$ cat src/rtl/slow_tick_pkg.sv
// Shared types and default widths for the slow tick controller.
package slow_tick_pkg;
  localparam int DIV_W_DEF = 8;
  localparam int CNT_W_DEF = 8;

  typedef enum logic [1:0] {
    IDLE = 2'd0,
    RUN  = 2'd1,
    DONE = 2'd2
  } state_t;
endpackage

$ cat src/rtl/slow_tick_ctrl_divider.sv
// Divide counter: produces a one-cycle tick every div_l enabled cycles.
module tick_divider #(
  parameter int DIV_W = 8
) (
  input  logic             clk,
  input  logic             rst,
  input  logic             enable,
  input  logic             clear,
  input  logic [DIV_W-1:0] div_l,
  output logic             tick
);
  logic [DIV_W-1:0] div_cnt_reg;
  logic             at_end;

  // div_l is never 0 while enabled, so div_l-1 cannot underflow in use.
  assign at_end = (div_cnt_reg == (div_l - DIV_W'(1)));
  assign tick   = enable && at_end;

  always_ff @(posedge clk or posedge rst) begin
    if (rst) begin
      div_cnt_reg <= '0;
    end else if (clear) begin
      div_cnt_reg <= '0;
    end else if (enable) begin
      div_cnt_reg <= at_end ? '0 : div_cnt_reg + DIV_W'(1);
    end
  end
endmodule

$ cat src/rtl/slow_tick_ctrl.sv
// Slow-tick controller: issues cfg_count clock-enable ticks spaced cfg_div
// cycles apart, capturing a_in on each tick, with abort and done handshake.
module slow_tick_ctrl
  import slow_tick_pkg::*;
#(
  parameter int DIV_W = DIV_W_DEF,
  parameter int CNT_W = CNT_W_DEF
) (
  input  logic             clk,
  input  logic             rst,
  input  logic [DIV_W-1:0] cfg_div,
  input  logic [CNT_W-1:0] cfg_count,
  input  logic             start,
  input  logic             abort,
  input  logic             a_in,
  output logic             tick,
  output logic             b_out,
  output logic             busy,
  output logic             done,
  output logic [CNT_W-1:0] tick_cnt
);
  state_t           state_reg;
  logic [DIV_W-1:0] div_l_reg;
  logic [CNT_W-1:0] cnt_l_reg;
  logic [CNT_W-1:0] tick_cnt_reg;
  logic             b_out_reg;
  logic             div_tick;
  logic             last_tick;

  tick_divider #(
    .DIV_W(DIV_W)
  ) u_divider (
    .clk   (clk),
    .rst   (rst),
    .enable(state_reg == RUN),
    .clear (state_reg != RUN),
    .div_l (div_l_reg),
    .tick  (div_tick)
  );

  assign last_tick = (tick_cnt_reg == (cnt_l_reg - CNT_W'(1)));

  always_ff @(posedge clk or posedge rst) begin
    if (rst) begin
      state_reg    <= IDLE;
      div_l_reg    <= '0;
      cnt_l_reg    <= '0;
      tick_cnt_reg <= '0;
      b_out_reg    <= 1'b0;
    end else begin
      case (state_reg)
        IDLE: begin
          if (start) begin
            div_l_reg    <= (cfg_div == '0) ? DIV_W'(1) : cfg_div;
            cnt_l_reg    <= cfg_count;
            tick_cnt_reg <= '0;
            state_reg    <= (cfg_count == '0) ? DONE : RUN;
          end
        end
        RUN: begin
          // Abort wins over a coincident tick, including the terminal one.
          if (abort) begin
            state_reg <= IDLE;
          end else if (div_tick) begin
            tick_cnt_reg <= tick_cnt_reg + CNT_W'(1);
            b_out_reg    <= a_in;
            if (last_tick) begin
              state_reg <= DONE;
            end
          end
        end
        DONE:    state_reg <= IDLE;
        default: state_reg <= IDLE;
      endcase
    end
  end

  assign tick     = div_tick;
  assign b_out    = b_out_reg;
  assign busy     = (state_reg != IDLE);
  assign done     = (state_reg == DONE);
  assign tick_cnt = tick_cnt_reg;
endmodule

$ cat config.mk
export PLATFORM = sky130hd
export DESIGN_NAME = slow_tick_ctrl
export DESIGN_NICKNAME = d
export VERILOG_FILES = /design/src/rtl/slow_tick_pkg.sv /design/src/rtl/slow_tick_ctrl_divider.sv /design/src/rtl/slow_tick_ctrl.sv
export SDC_FILE = /design/constraint.sdc
export NUM_CORES = 1
export LEC_CHECK = 0
export ABC_AREA = 1
export CAP_MARGIN = 20
export CORE_MARGIN = 3
export CORE_UTILIZATION = 60
export CTS_BUF_LIST = sky130_fd_sc_hd__clkbuf_2 sky130_fd_sc_hd__clkbuf_4 sky130_fd_sc_hd__clkbuf_8
export DETAILED_ROUTE_END_ITERATION = 12
export PLACE_DENSITY_LB_ADDON = 0.08
export SYNTH_ARGS = -nofsm -noshare
export SYNTH_HDL_FRONTEND = slang
export SYNTH_HIERARCHICAL = 1
export SYNTH_SLANG_ARGS = --single-unit
$ cat constraint.sdc
create_clock -name clk -period 7.41 [get_ports clk]
set_clock_uncertainty 0.2 [all_clocks]
set_input_delay 0.741 -clock clk [delete_from_list [all_inputs] [get_ports clk]]
set_output_delay 0.741 -clock clk [all_outputs]
set_load 0.02 [all_outputs]
==> summary by stage <==
GRT
The number of antenna violations at the first check in global routing came to 0. The overall track demand over capacity in global routing is 26.0%. The number of global-route vias before repair was about 2000.

The final global-route overflow total is 0. The first global-routing pass estimated 9010 um of wire. The pin count of the biggest net entering global routing is 31.

Die
The die is 68.5 um wide. For this configuration, the core starts out at a cell density of 63.1%. The height of the die is around 69 um. The I/O pin count is 33. Row generation in the floorplan step produced 22 rows. The area of the core is 3720 um^2. The die covers 4690 um^2.

Logic synthesis
Sequential cells were found to cover between 30% and 40% of the synthesized design area. When the netlist entered floorplanning its net count stood at 358. The synthesized design contains 35 register bits. The simple-gate share of the synthesized area is 39.3%. The post-synthesis cell count is 333.

The area of the mapped netlist is roughly 2300 um^2. The multiplexer share of the synthesized area is 0%. The main combinational cell family by area after synthesis is simple AND/OR/NAND/NOR gates. The distinct cell type count of the synthesized netlist is 29.

The synthesized area per cell is between 7 and 8 um^2. The Yosys warning count is 6. The synthesized-area fraction occupied by xor and xnor cells is 5.92%. Summing the areas of all fa, ha and maj instances in the mapped netlist gives 2.13% of the synthesized area.

The compound-gate portion of the synthesized area is 6.62%.

Timing
Setup violations remaining at the end of the flow were counted as 0. The final critical-path share of the clock period is between 40% and 50%. The actual transition at the worst max-transition pin is 637 ps. The relative max-transition margin is 57.4%. Summed over all failing endpoints, the final setup total negative slack is 0 ps.

The worst path in the final design needs a cycle of 3640 ps, including I/O delays and setup. Based on the critical path, the design can be clocked at up to around 0.27 GHz. Setup repair after global routing left no endpoint under its margin. The final count of pins violating max slew is 0. The number of hold violations in the final report is 0.

Final layout
After the last flow step, the layout net total stands at slightly below 400. The library cells used most frequently in the layout, excluding fill and tap cells, are nand2_1 (98), inv_1 (40), nand3_1 (35), dfrtp_1 (35). Compared with the post-synthesis result, the final layout area differs by 21.3%. The share of cells above drive strength 1 is roughly 8.9%.

The most common library cell in the layout ignoring fill and taps is nand2_1. The number of antenna diodes is 0. The filler-free cell count of the finished design is between 400 and 500.

Clock network
The cell chosen for the clock root is clkbuf_8. No sink is reached through more buffers than the 2 on the longest clock path. Buffers added to address setup during post-CTS repair amount to 0. Clock tree synthesis found a total of 35 sinks. TritonCTS built the clock tree. The number of gates resized after cts is 0. For the worst-skew pair, the clock arrives at the later sink with an insertion delay of 280 ps.

The number of buffers inserted by hold repair at cts is 0. Clock-pin slew was measured on the worst setup and hold paths at 70 ps. Counting the buffers created by CTS gives 5.

CTS built an H-tree with a depth of 2.

Power
Across the VDD grid, the largest voltage drop is approximately 0.16 mV. The leakage component of the power is 0.00142 uW. The power density of the placed cells is 307 nW/um^2.

Drt
The via-per-instance ratio is 5.34. The total wirelength of the detailed-routed design is between 5000 and 6000 um. In the final routed layout, each cell accounts on average for 13.2 um. Detailed routing inserted a total of approximately 2200 vias. The detail route stage leaves a number of antenna-violating nets equal to 0. The first TritonRoute pass finished after 4 iterations. The violation count after the first detailed-route iteration is 218.

After detailed routing, the number of remaining DRC violations is 0.

Placed design
The total of buffers placed on input and output ports is 32. After detailed placement, the design holds a cell count of 409. The HPWL after detailed placement is 4100 um.

The weighted congestion at the end of routability-driven global placement is 0.809.

Run
Across the run, the number of max-cap violations was 0.

Status
The run finished with clean final reports.

Min path
The worst min-delay path category is flip-flop to flip-flop.

Setup path
The arrival time reported for the critical path endpoint is 2700 ps. Of all nets on the critical path, the largest fanout is 9. STA classifies the critical path startpoint as a flip-flop. STA classifies the critical path endpoint as an output pin.

At the worst endpoint, the required time is 6470 ps. The worst setup path is of the flip-flop to output pin kind.
## metal layers
layer	vias to the layer above	global-route usage, %	share of wire (%)
met4	0	8.68	1.2
met2	70	38.4	45
met1	1018	37.3	46
met3	11	5.83	8.0
met5	-	0	0
li1	1133	-	-
## cell usage after synthesis, drive strengths merged
master  number  area [um^2]
a21oi        5         28.8
buf          4         26.3
clkinv       2         7.51
dfrtp       35          876
ha           4         50.1
inv         45          169
nand2      104          434
nand3       37          203
nand3b       2         15.0
nand4        6         37.5
nor2        41          191
nor3         7         35.0
nor4         1         6.26
o21ai       24          120
o22ai        1         6.26
xnor2        8         70.1
xor2         7         68.8
## report_power, final
| part | leakage [uW] | switching (uW) | internal (uW) | total (uW) |
|---|---|---|---|---|
| Combinational | 0.000897 | 240 | 147 | 387 |
| Clock | 0.0000612 | 67.4 | 109 | 176 |
| Sequential | 0.000458 | 70.9 | 240 | 311 |
| Total | 0.00142 | 378 | 496 | 874 |
## worst paths after layout
| path | start | to | slack [ps] | cells after the start |
|---|---|---|---|---|
| worst max-delay path | div_l_reg[0] | tick | 3770 | 11 |
| worst min-delay path | b_out | b_out | 290 | 2 |
| worst max register to register | div_l_reg[0] | state_reg[1] | 4620 | 18 |
| worst min register to register | b_out | b_out | 290 | 2 |
| max in group asynchronous | rst | tick_cnt[2] | 5950 | 3 |
| min in group asynchronous | rst | u_divider/div_cnt_reg[1] | 530 | 2 |
## kinds of logic after synthesis
logic type               count (synthesis)
AO/OA/AOI/OAI                           30
XOR/XNOR                                15
flip-flops                              35
adder cells (fa/ha/maj)                  4
buffers and inverters                   51
AND/OR/NAND/NOR                        198
## metrics by stage
step | power, uW | hold slack [ps] | util (%) | setup slack (ps) | instance area [um^2]
after CTS | 876 | 300 | 75.8 | 3750 | 2820
after global routing | 951 | 328 | 76.5 | 3610 | 2840
after global placement | 676 | 276 | 72.6 | 4150 | 2700
final | 874 | 294 | 76.5 | 3770 | 2840
after detailed placement | 692 | 272 | 72.6 | 4090 | 2700
after floorplan | 598 | 280 | - | 4710 | 2340
## final cells by class
cell class                 instances  area (um^2)
inverter                          47          176
clock inverter                     2         35.0
clock buffer                       6         82.6
tap                               48         60.1
sequential                        35          876
multi-input combinational        247         1270
fill                             282          872
timing repair buffer              33          348
## worst max-delay path, stage by stage (launching register included)
cell             delay [ps]
dfrtp_1                 410
inv_2                   130
ha_1                    260
inv_1                   100
nand2_1                  70
nand3_1                  60
nand2_1                  80
nand3_1                  90
nor2_2                  130
nand3_4                 140
nor2_1                  280
clkdlybuf4s50_1         670
Note: power is estimated with default switching activity, not from simulation.
